## src/rtl/wb_pkg.sv

```systemverilog
// Shared configuration and types for the register-file writeback arbiter.
package wb_pkg;

    localparam int unsigned XLEN = 32;
    localparam int unsigned AW   = 5;
    localparam int unsigned NREQ = 3;
    localparam int unsigned IDXW = (NREQ > 1) ? $clog2(NREQ) : 1;

    typedef logic [IDXW-1:0] req_idx_t;

    typedef struct packed {
        logic [AW-1:0]   addr;
        logic [XLEN-1:0] data;
    } wb_req_t;

endpackage

```

## src/rtl/rr_arbiter.sv

```systemverilog
// Combinational round-robin arbiter: search starts at the pointer and wraps,
// returning a one-hot grant and the pointer value that follows it.
module rr_arbiter #(
    parameter int unsigned NREQ = 3,
    parameter int unsigned PW   = (NREQ > 1) ? $clog2(NREQ) : 1
) (
    input  logic [NREQ-1:0] valid_i,
    input  logic [PW-1:0]   ptr_i,
    output logic [NREQ-1:0] gnt_o,
    output logic [PW-1:0]   gnt_idx_o,
    output logic            gnt_any_o,
    output logic [PW-1:0]   ptr_next_o
);

    logic [PW-1:0] idx;

    always_comb begin
        gnt_o      = '0;
        gnt_idx_o  = '0;
        gnt_any_o  = 1'b0;
        idx        = '0;
        for (int unsigned k = 0; k < NREQ; k++) begin
            idx = PW'((32'(ptr_i) + k) % NREQ);
            if (!gnt_any_o && valid_i[idx]) begin
                gnt_any_o  = 1'b1;
                gnt_o[idx] = 1'b1;
                gnt_idx_o  = idx;
            end
        end
        ptr_next_o = ptr_i;
        if (gnt_any_o) begin
            ptr_next_o = (32'(gnt_idx_o) + 1 == NREQ) ? '0 : PW'(32'(gnt_idx_o) + 1);
        end
    end

endmodule

```

## src/rtl/regfile_wb_arbiter.sv

```systemverilog
// Shares the register-file write port among NREQ writeback units (round-robin,
// one registered write per cycle) and tracks pending writes for RAW stalls.
module regfile_wb_arbiter #(
    parameter int unsigned XLEN = wb_pkg::XLEN,
    parameter int unsigned AW   = wb_pkg::AW,
    parameter int unsigned NREQ = wb_pkg::NREQ
) (
    input  logic                 clk,
    input  logic                 rst,
    input  logic [NREQ-1:0]      req_valid,
    input  logic [NREQ*AW-1:0]   req_addr,
    input  logic [NREQ*XLEN-1:0] req_data,
    output logic [NREQ-1:0]      req_ready,
    input  logic                 alloc_en,
    input  logic [AW-1:0]        alloc_addr,
    input  logic [AW-1:0]        rs1,
    input  logic [AW-1:0]        rs2,
    output logic                 rs1_busy,
    output logic                 rs2_busy,
    output logic                 rf_wr_en,
    output logic [AW-1:0]        rf_w1,
    output logic [XLEN-1:0]      rf_data
);

    localparam int unsigned PW    = (NREQ > 1) ? $clog2(NREQ) : 1;
    localparam int unsigned NREGS = 2 ** AW;

    logic [PW-1:0]    ptr_q, ptr_d;
    logic [PW-1:0]    gnt_idx;
    logic             gnt_any;
    logic [AW-1:0]    sel_addr;
    logic [XLEN-1:0]  sel_data;
    logic             wr_en_q, wr_en_d;
    logic [AW-1:0]    w1_q, w1_d;
    logic [XLEN-1:0]  data_q, data_d;
    logic [NREGS-1:0] sb_q, sb_d;

    rr_arbiter #(
        .NREQ (NREQ),
        .PW   (PW)
    ) u_rr_arbiter (
        .valid_i    (req_valid),
        .ptr_i      (ptr_q),
        .gnt_o      (req_ready),
        .gnt_idx_o  (gnt_idx),
        .gnt_any_o  (gnt_any),
        .ptr_next_o (ptr_d)
    );

    assign sel_addr = req_addr[32'(gnt_idx) * AW +: AW];
    assign sel_data = req_data[32'(gnt_idx) * XLEN +: XLEN];

    // A grant to x0 is consumed but never reaches the register file.
    always_comb begin
        wr_en_d = 1'b0;
        w1_d    = w1_q;
        data_d  = data_q;
        if (gnt_any && (sel_addr != '0)) begin
            wr_en_d = 1'b1;
            w1_d    = sel_addr;
            data_d  = sel_data;
        end
    end

    // Set after clear so a newly issued writer keeps ownership of the register.
    always_comb begin
        sb_d = sb_q;
        if (wr_en_q) begin
            sb_d[w1_q] = 1'b0;
        end
        if (alloc_en) begin
            sb_d[alloc_addr] = 1'b1;
        end
        sb_d[0] = 1'b0;
    end

    always_ff @(posedge clk or negedge rst) begin
        if (!rst) begin
            ptr_q   <= '0;
            wr_en_q <= 1'b0;
            w1_q    <= '0;
            data_q  <= '0;
            sb_q    <= '0;
        end else begin
            ptr_q   <= ptr_d;
            wr_en_q <= wr_en_d;
            w1_q    <= w1_d;
            data_q  <= data_d;
            sb_q    <= sb_d;
        end
    end

    assign rs1_busy = sb_q[rs1];
    assign rs2_busy = sb_q[rs2];
    assign rf_wr_en = wr_en_q;
    assign rf_w1    = w1_q;
    assign rf_data  = data_q;

endmodule

```

## config.mk

```make
export PLATFORM = sky130hd
export DESIGN_NAME = regfile_wb_arbiter
export DESIGN_NICKNAME = d
export VERILOG_FILES = /design/src/rtl/wb_pkg.sv /design/src/rtl/rr_arbiter.sv /design/src/rtl/regfile_wb_arbiter.sv
export SDC_FILE = /design/constraint.sdc
export NUM_CORES = 1
export LEC_CHECK = 0
export CORE_MARGIN = 2
export CORE_UTILIZATION = 40
export CTS_CLUSTER_DIAMETER = 40
export DETAILED_ROUTE_END_ITERATION = 8
export PLACE_DENSITY = 0.75
export SYNTH_ARGS = -nofsm -noshare
export SYNTH_HDL_FRONTEND = slang
export SYNTH_SLANG_ARGS = --single-unit
export TNS_END_PERCENT = 50
```

## constraint.sdc

```tcl
create_clock -name clk -period 2.6 [get_ports clk]
set_input_delay 0.52 -clock clk [delete_from_list [all_inputs] [get_ports clk]]
set_output_delay 0.52 -clock clk [all_outputs]
set_load 0.03 [all_outputs]
```

* Word-level counts from Yosys, hierarchy flattened
Cells that the tools add are included.
** Cells by class
- Divide/modulo/power cells :: 3
- Shifts and indexed selects :: 2
- $mul :: 1
- Reduce and logical (&&, ||, !) cells :: 11
- Order comparisons :: 12
- Multiplexer cells :: 33
- $add $sub $neg :: 3
- Bitwise gates (word level) :: 5
- Equal/unequal tests :: 1
** Operator list (number)
- indexed part select 96 x 8 -> 32 bit :: 1
- remainder unit 32 x 2 -> 32 bit (second input constant) :: 2
- 2-to-1 mux 32 bit :: 2
- AND 32 bit :: 1
- == test 32 x 2 -> 1 bit (second input constant) :: 1
- remainder unit 2 x 2 -> 32 bit (second input constant) :: 1
- NOT 32 bit :: 1
- OR 32 bit :: 1
- < comparator 5 x 6 -> 1 bit (second input constant) :: 4
- indexed part select 15 x 6 -> 5 bit :: 1
- 2-to-1 mux 1 bit :: 14
- binary-select mux 1 bit (select 5 bit) :: 2
- demux 1 bit (select 5 bit) :: 2
- >= comparator 5 x 1 -> 1 bit (second input constant) :: 2
- < comparator 2 x 3 -> 1 bit (second input constant) :: 3
- 2-to-1 mux 3 bit :: 3
- logical AND 1 bit :: 8
- 2-to-1 mux 2 bit :: 4
- adder 2 x 1 -> 3 bit (second input constant) :: 2
- binary-select mux 1 bit (select 2 bit) :: 3
- demux 1 bit (select 2 bit) :: 3
- >= comparator 2 x 1 -> 1 bit (second input constant) :: 3
- OR 3 bit :: 2
- multiplier 2 x 3 -> 5 bit (second input constant) :: 1
- 3 further kinds :: 4
** Word-level totals
- Flip-flop bits (word level) :: 71

* Depth between registers and ports, before layout
- Depth in word-level cells :: 15
- Depth in mapped cells :: 12

* Modules after synthesis
Synthesis repeated with hierarchy kept, for this count alone.
** Second synthesis, totals
- Cell total of the unflattened synthesis :: 403
- Area, all modules :: 4455.5 um^2
** By module, submodules not included
- regfile_wb_arbiter :: cells each 362, instances 1, area each 4156.5 um^2
- rr_arbiter :: cells each 41, instances 1, area each 299.0 um^2

* Worst setup path before layout
Ideal clock, no wire load.
- Kind :: input-to-output
- From :: input rs1[0]
- To :: output rs1_busy
- Arrival :: 2.282 ns
- Slack :: -0.202 ns
- Cell stages on the path :: 4
- Path buffers :: 1
- Path through :: clkbuf_1 -> mux4_2 -> mux4_2 -> mux2_2
** Between the ends
- Word-level cells in the longest chain between the ends :: 2
** Ends and longest elaborated chain
- from (decl) :: RTL line regfile_wb_arbiter.sv:16 : input logic [AW-1:0] rs1,
- binary-select mux 1 bit (select 5 bit) :: RTL line regfile_wb_arbiter.sv:93 : assign rs1_busy = sb_q[rs1];
- 2-to-1 mux 1 bit (not written as such) :: RTL line regfile_wb_arbiter.sv:93
- to (decl) :: RTL line regfile_wb_arbiter.sv:18 : output logic rs1_busy,
Every way passes these cells. The select of a mux whose other input is x is not followed.

* Final worst setup path
- From :: register ptr_q[0]
- To :: register data_q[24], in the netlist rf_data[24]
** Between the ends
- Word-level cells in the longest chain between the ends :: 14
- Elaborated cells between the ends (all ways) :: 26
- Those cells by class :: 2 x add/sub; 1 x mul; 3 x div; 2 x shift; 12 x mux; 6 x reduce/logical
** Ends and longest elaborated chain
- from (decl) :: RTL line regfile_wb_arbiter.sv:28 : logic [PW-1:0] ptr_q, ptr_d;
- from (signal assigned) :: RTL line regfile_wb_arbiter.sv:85 : ptr_q <= ptr_d;
- parallel branches: the longest is 14 deep, another holds remainder unit 32 x 2 -> 32 bit
- to (signal assigned) :: RTL line regfile_wb_arbiter.sv:88 : data_q <= data_d;
- to (decl) :: RTL line regfile_wb_arbiter.sv:35 : logic [XLEN-1:0] data_q, data_d;
Several ways; the timed one is not identified. The select of a mux whose other input is x is not followed.
A chain may end at the register's enable or synchronous reset.

==> flow_metrics.env <==
export IMPL_crit_fanout=5
export IMPL_antenna_found_initial=0
export IMPL_fp_dieH_microns=111
export IMPL_syn_to_final_growth_pct=63.7
export IMPL_clk_pin_slew_worst_paths_ps=50
export IMPL_cts_tree="yes"
export IMPL_synthesis_nets=568
export IMPL_final_max_slew_violation_count=0
export IMPL_fin_worst_skew_ps=6.54
export IMPL_design_core_area_sq_um=11000
export IMPL_p_per_area_nw_per_um2=1370
export IMPL_ys_async_sr_fraction_pct=100
export IMPL_nets=801
export IMPL_place_inst=777
export IMPL_ios=175
export IMPL_setup_viol=37
export IMPL_end_kind="flop"
export IMPL_syn_avg_cell_area_sq_um=10.5
export IMPL_startpoint_type="flop"
export IMPL_run_status="finished with violations"
export IMPL_setup_ws_ps=-254
export IMPL_final_cells=810
export IMPL_violations="negative setup slack"
export IMPL_critPathKind="flop to flop"
export IMPL_finalSetupTns_ps=-7750
export IMPL_viasPerCell=5.53
export IMPL_total_power_mw=10.2
export IMPL_grt_pass1_vias=4616
export IMPL_relSlewSlack_pct=56.6
export IMPL_hp_class="primary input to asynchronous set/reset pin"
export IMPL_yosysUniqueCellTypes=47
export IMPL_clk_latency_ps=330
export IMPL_ys_flop_type="dfrtp_1"
export IMPL_grtUsageTotal_pct=24.0
export IMPL_rsz0062_at_grt="true"
export IMPL_clock_sinks=71
export IMPL_dpl_instance_area_sq_um=6780
export IMPL_min_period_ps=2850
export IMPL_ys_seq_area_share_pct=39.0
export IMPL_layout_drive_gt1_share_pct=26.0
export IMPL_worstRegToRegCells=12
export IMPL_r2r_start="ptr_q[0]$_DFFE_PN0P_"
export IMPL_clockBufferDepth=2
export IMPL_syn_inst=432
export IMPL_io_buffers=174
export IMPL_post_route_util_pct=67.9
export IMPL_ctsHoldBuffers=0
export IMPL_postLayoutCellArea_sq_um=7450
export IMPL_r2r_end="rf_data[24]$_DFFE_PN0P_"
export IMPL_grt_pass1_wl_microns=23800
export IMPL_ant_nets=0
export IMPL_grt_max_degree=72
export IMPL_routed_wl_microns=15000
export IMPL_synth_edf_count=0
export IMPL_final_cell_mix="clkdlybuf4s50_1, o21ai_0, dfrtp_1, buf_4, nand2_1"
export IMPL_overflow=0
export IMPL_die_x_microns=111
export IMPL_clock_fmax_mhz=350
export IMPL_clockRootBuffer="clkbuf_16"
export IMPL_finalHoldViolCount=0
export IMPL_place_hpwl_microns=11200
export IMPL_r2r_slack_ps=-250
export IMPL_synth_seq_cells=71
export IMPL_tightest_slew_ps=651
export IMPL_ir_drop_mv=0.574
export IMPL_cap_violations=0
export IMPL_drc=0
export IMPL_fill_cells=860
export IMPL_antenna_cells=0
export IMPL_htree_levels=3
export IMPL_mostFrequentLayoutCell="clkdlybuf4s50_1"
export IMPL_num_rows=38
export IMPL_critPathArrivalTime_ps=3060
export IMPL_routedWlPerCell_microns=18.6
export IMPL_via_count=4481
export IMPL_drtIter0Drc=270
export IMPL_ys_warn_count=0
export IMPL_cts_buffers=9
export IMPL_place_congestion=0.940
export IMPL_initial_utilization_pct=41.5
export IMPL_synth_area_sq_um=4550
export IMPL_p_leak_nw=3.11
export IMPL_die_area_sq_um=12300
export IMPL_crit_required_ps=2810
export IMPL_dr_pass1_iters=5
export IMPL_timing_final_crit_share_pct=110
## layer usage
layer / up-vias / track usage [%] / routed length, microns
met5: - / 0 / 0
met4: 0 / 5.33 / 259
met3: 27 / 6.45 / 1230
met2: 232 / 41.5 / 7600
met1: 2149 / 30.3 / 5950
li1: 2073 / - / -
## sequential cells by signal, summed over array words and instances, names as in the netlist
signal    count
ptr_q         2
rf_data      32
rf_w1         5
rf_wr_en      1
sb_q         31
## layout make-up
cell class,count,area (sq um),area share (%)
multi-input cells,329,2700,36.2
flip-flops and latches,71,1780,23.9
repair buffers,244,2480,33.2
inverters,10,37.5,0.504
well taps,140,175,2.35
clock inverters,4,45.0,0.604
clock buffers,12,246,3.31
## power by group
part           internal (mW)  leakage (nW)  switching [mW]
sequential              1.71         0.827           0.490
combinational           3.67          2.13            3.15
clock                  0.764         0.146           0.440
## Yosys cell counts, types with 2 or more instances
cell type / number / area [sq um]
a32o_1: 2 / 20.0
dfrtp_1: 71 / 1780
a21oi_1: 9 / 45.0
nand2_1: 47 / 176
a31oi_1: 4 / 25.0
mux2_4: 28 / 420
nor3_1: 2 / 10.0
buf_12: 3 / 60.1
nand3_1: 13 / 65.1
mux4_2: 18 / 405
clkbuf_1: 13 / 48.8
o211ai_1: 3 / 22.5
ha_1: 4 / 50.1
nor2b_1: 4 / 25.0
or3b_2: 2 / 17.5
inv_1: 10 / 37.5
nor2_1: 7 / 26.3
nand3b_1: 9 / 67.6
mux2i_1: 35 / 350
buf_2: 4 / 20.0
o22ai_1: 2 / 12.5
o21ai_0: 108 / 541
mux2_2: 10 / 113
## what timing repair did
action                     in CTS  in global routing
buffers inserted                7                  5
pin swaps                       8                  5
setup endpoints to repair      40                 40
resized for setup              88                  5
gates cloned                    3                  2
## kinds of logic (layout without fill, tap and decap cells)
kind of cell	after synthesis	after routing	synth area share, %
AO/OA/AOI/OAI	143	143	17.8
adder cells (fa/ha/maj)	4	4	1.10
buffers and inverters	32	270	4.07
flip-flops	71	71	39.0
multiplexers	92	92	28.6
AND/OR/NAND/NOR	90	90	9.45
## how the worst max path moves through the flow
stage	start	endpoint	slack, ps	cells after the start
2_1_floorplan	ptr_q[1]$_DFFE_PN0P_	rf_data[11]$_DFFE_PN0P_	-110	11
3_3_place_gp	rs2[0]	rs2_busy	-910	6
3_5_place_dp	rs1[0]	rs1_busy	-990	6
4_1_cts	ptr_q[1]$_DFFE_PN0P_	rf_data[18]$_DFFE_PN0P_	-220	12
5_1_grt	ptr_q[0]$_DFFE_PN0P_	rf_data[22]$_DFFE_PN0P_	-360	12
6_report	ptr_q[0]$_DFFE_PN0P_	rf_data[24]$_DFFE_PN0P_	-250	12
## stage by stage
| stage | hold slack [ps] | setup slack, ps |
|---|---|---|
| floorplan | 224 | -112 |
| global placement | 495 | -914 |
| detailed placement | 497 | -985 |
| CTS | 234 | -219 |
| global route | 254 | -360 |
| finish | 220 | -254 |
## critical path, stage by stage, from the launching register on
cell	delay (ps)
dfrtp_1	410
buf_6	140
ha_4	180
nand3b_1	200
o211ai_1	300
buf_4	170
a31o_4	110
a31oi_1	90
a221o_2	390
o211ai_4	150
buf_12	170
clkbuf_16	140
mux2_4	290
Note: power is estimated with default switching activity, not from simulation.
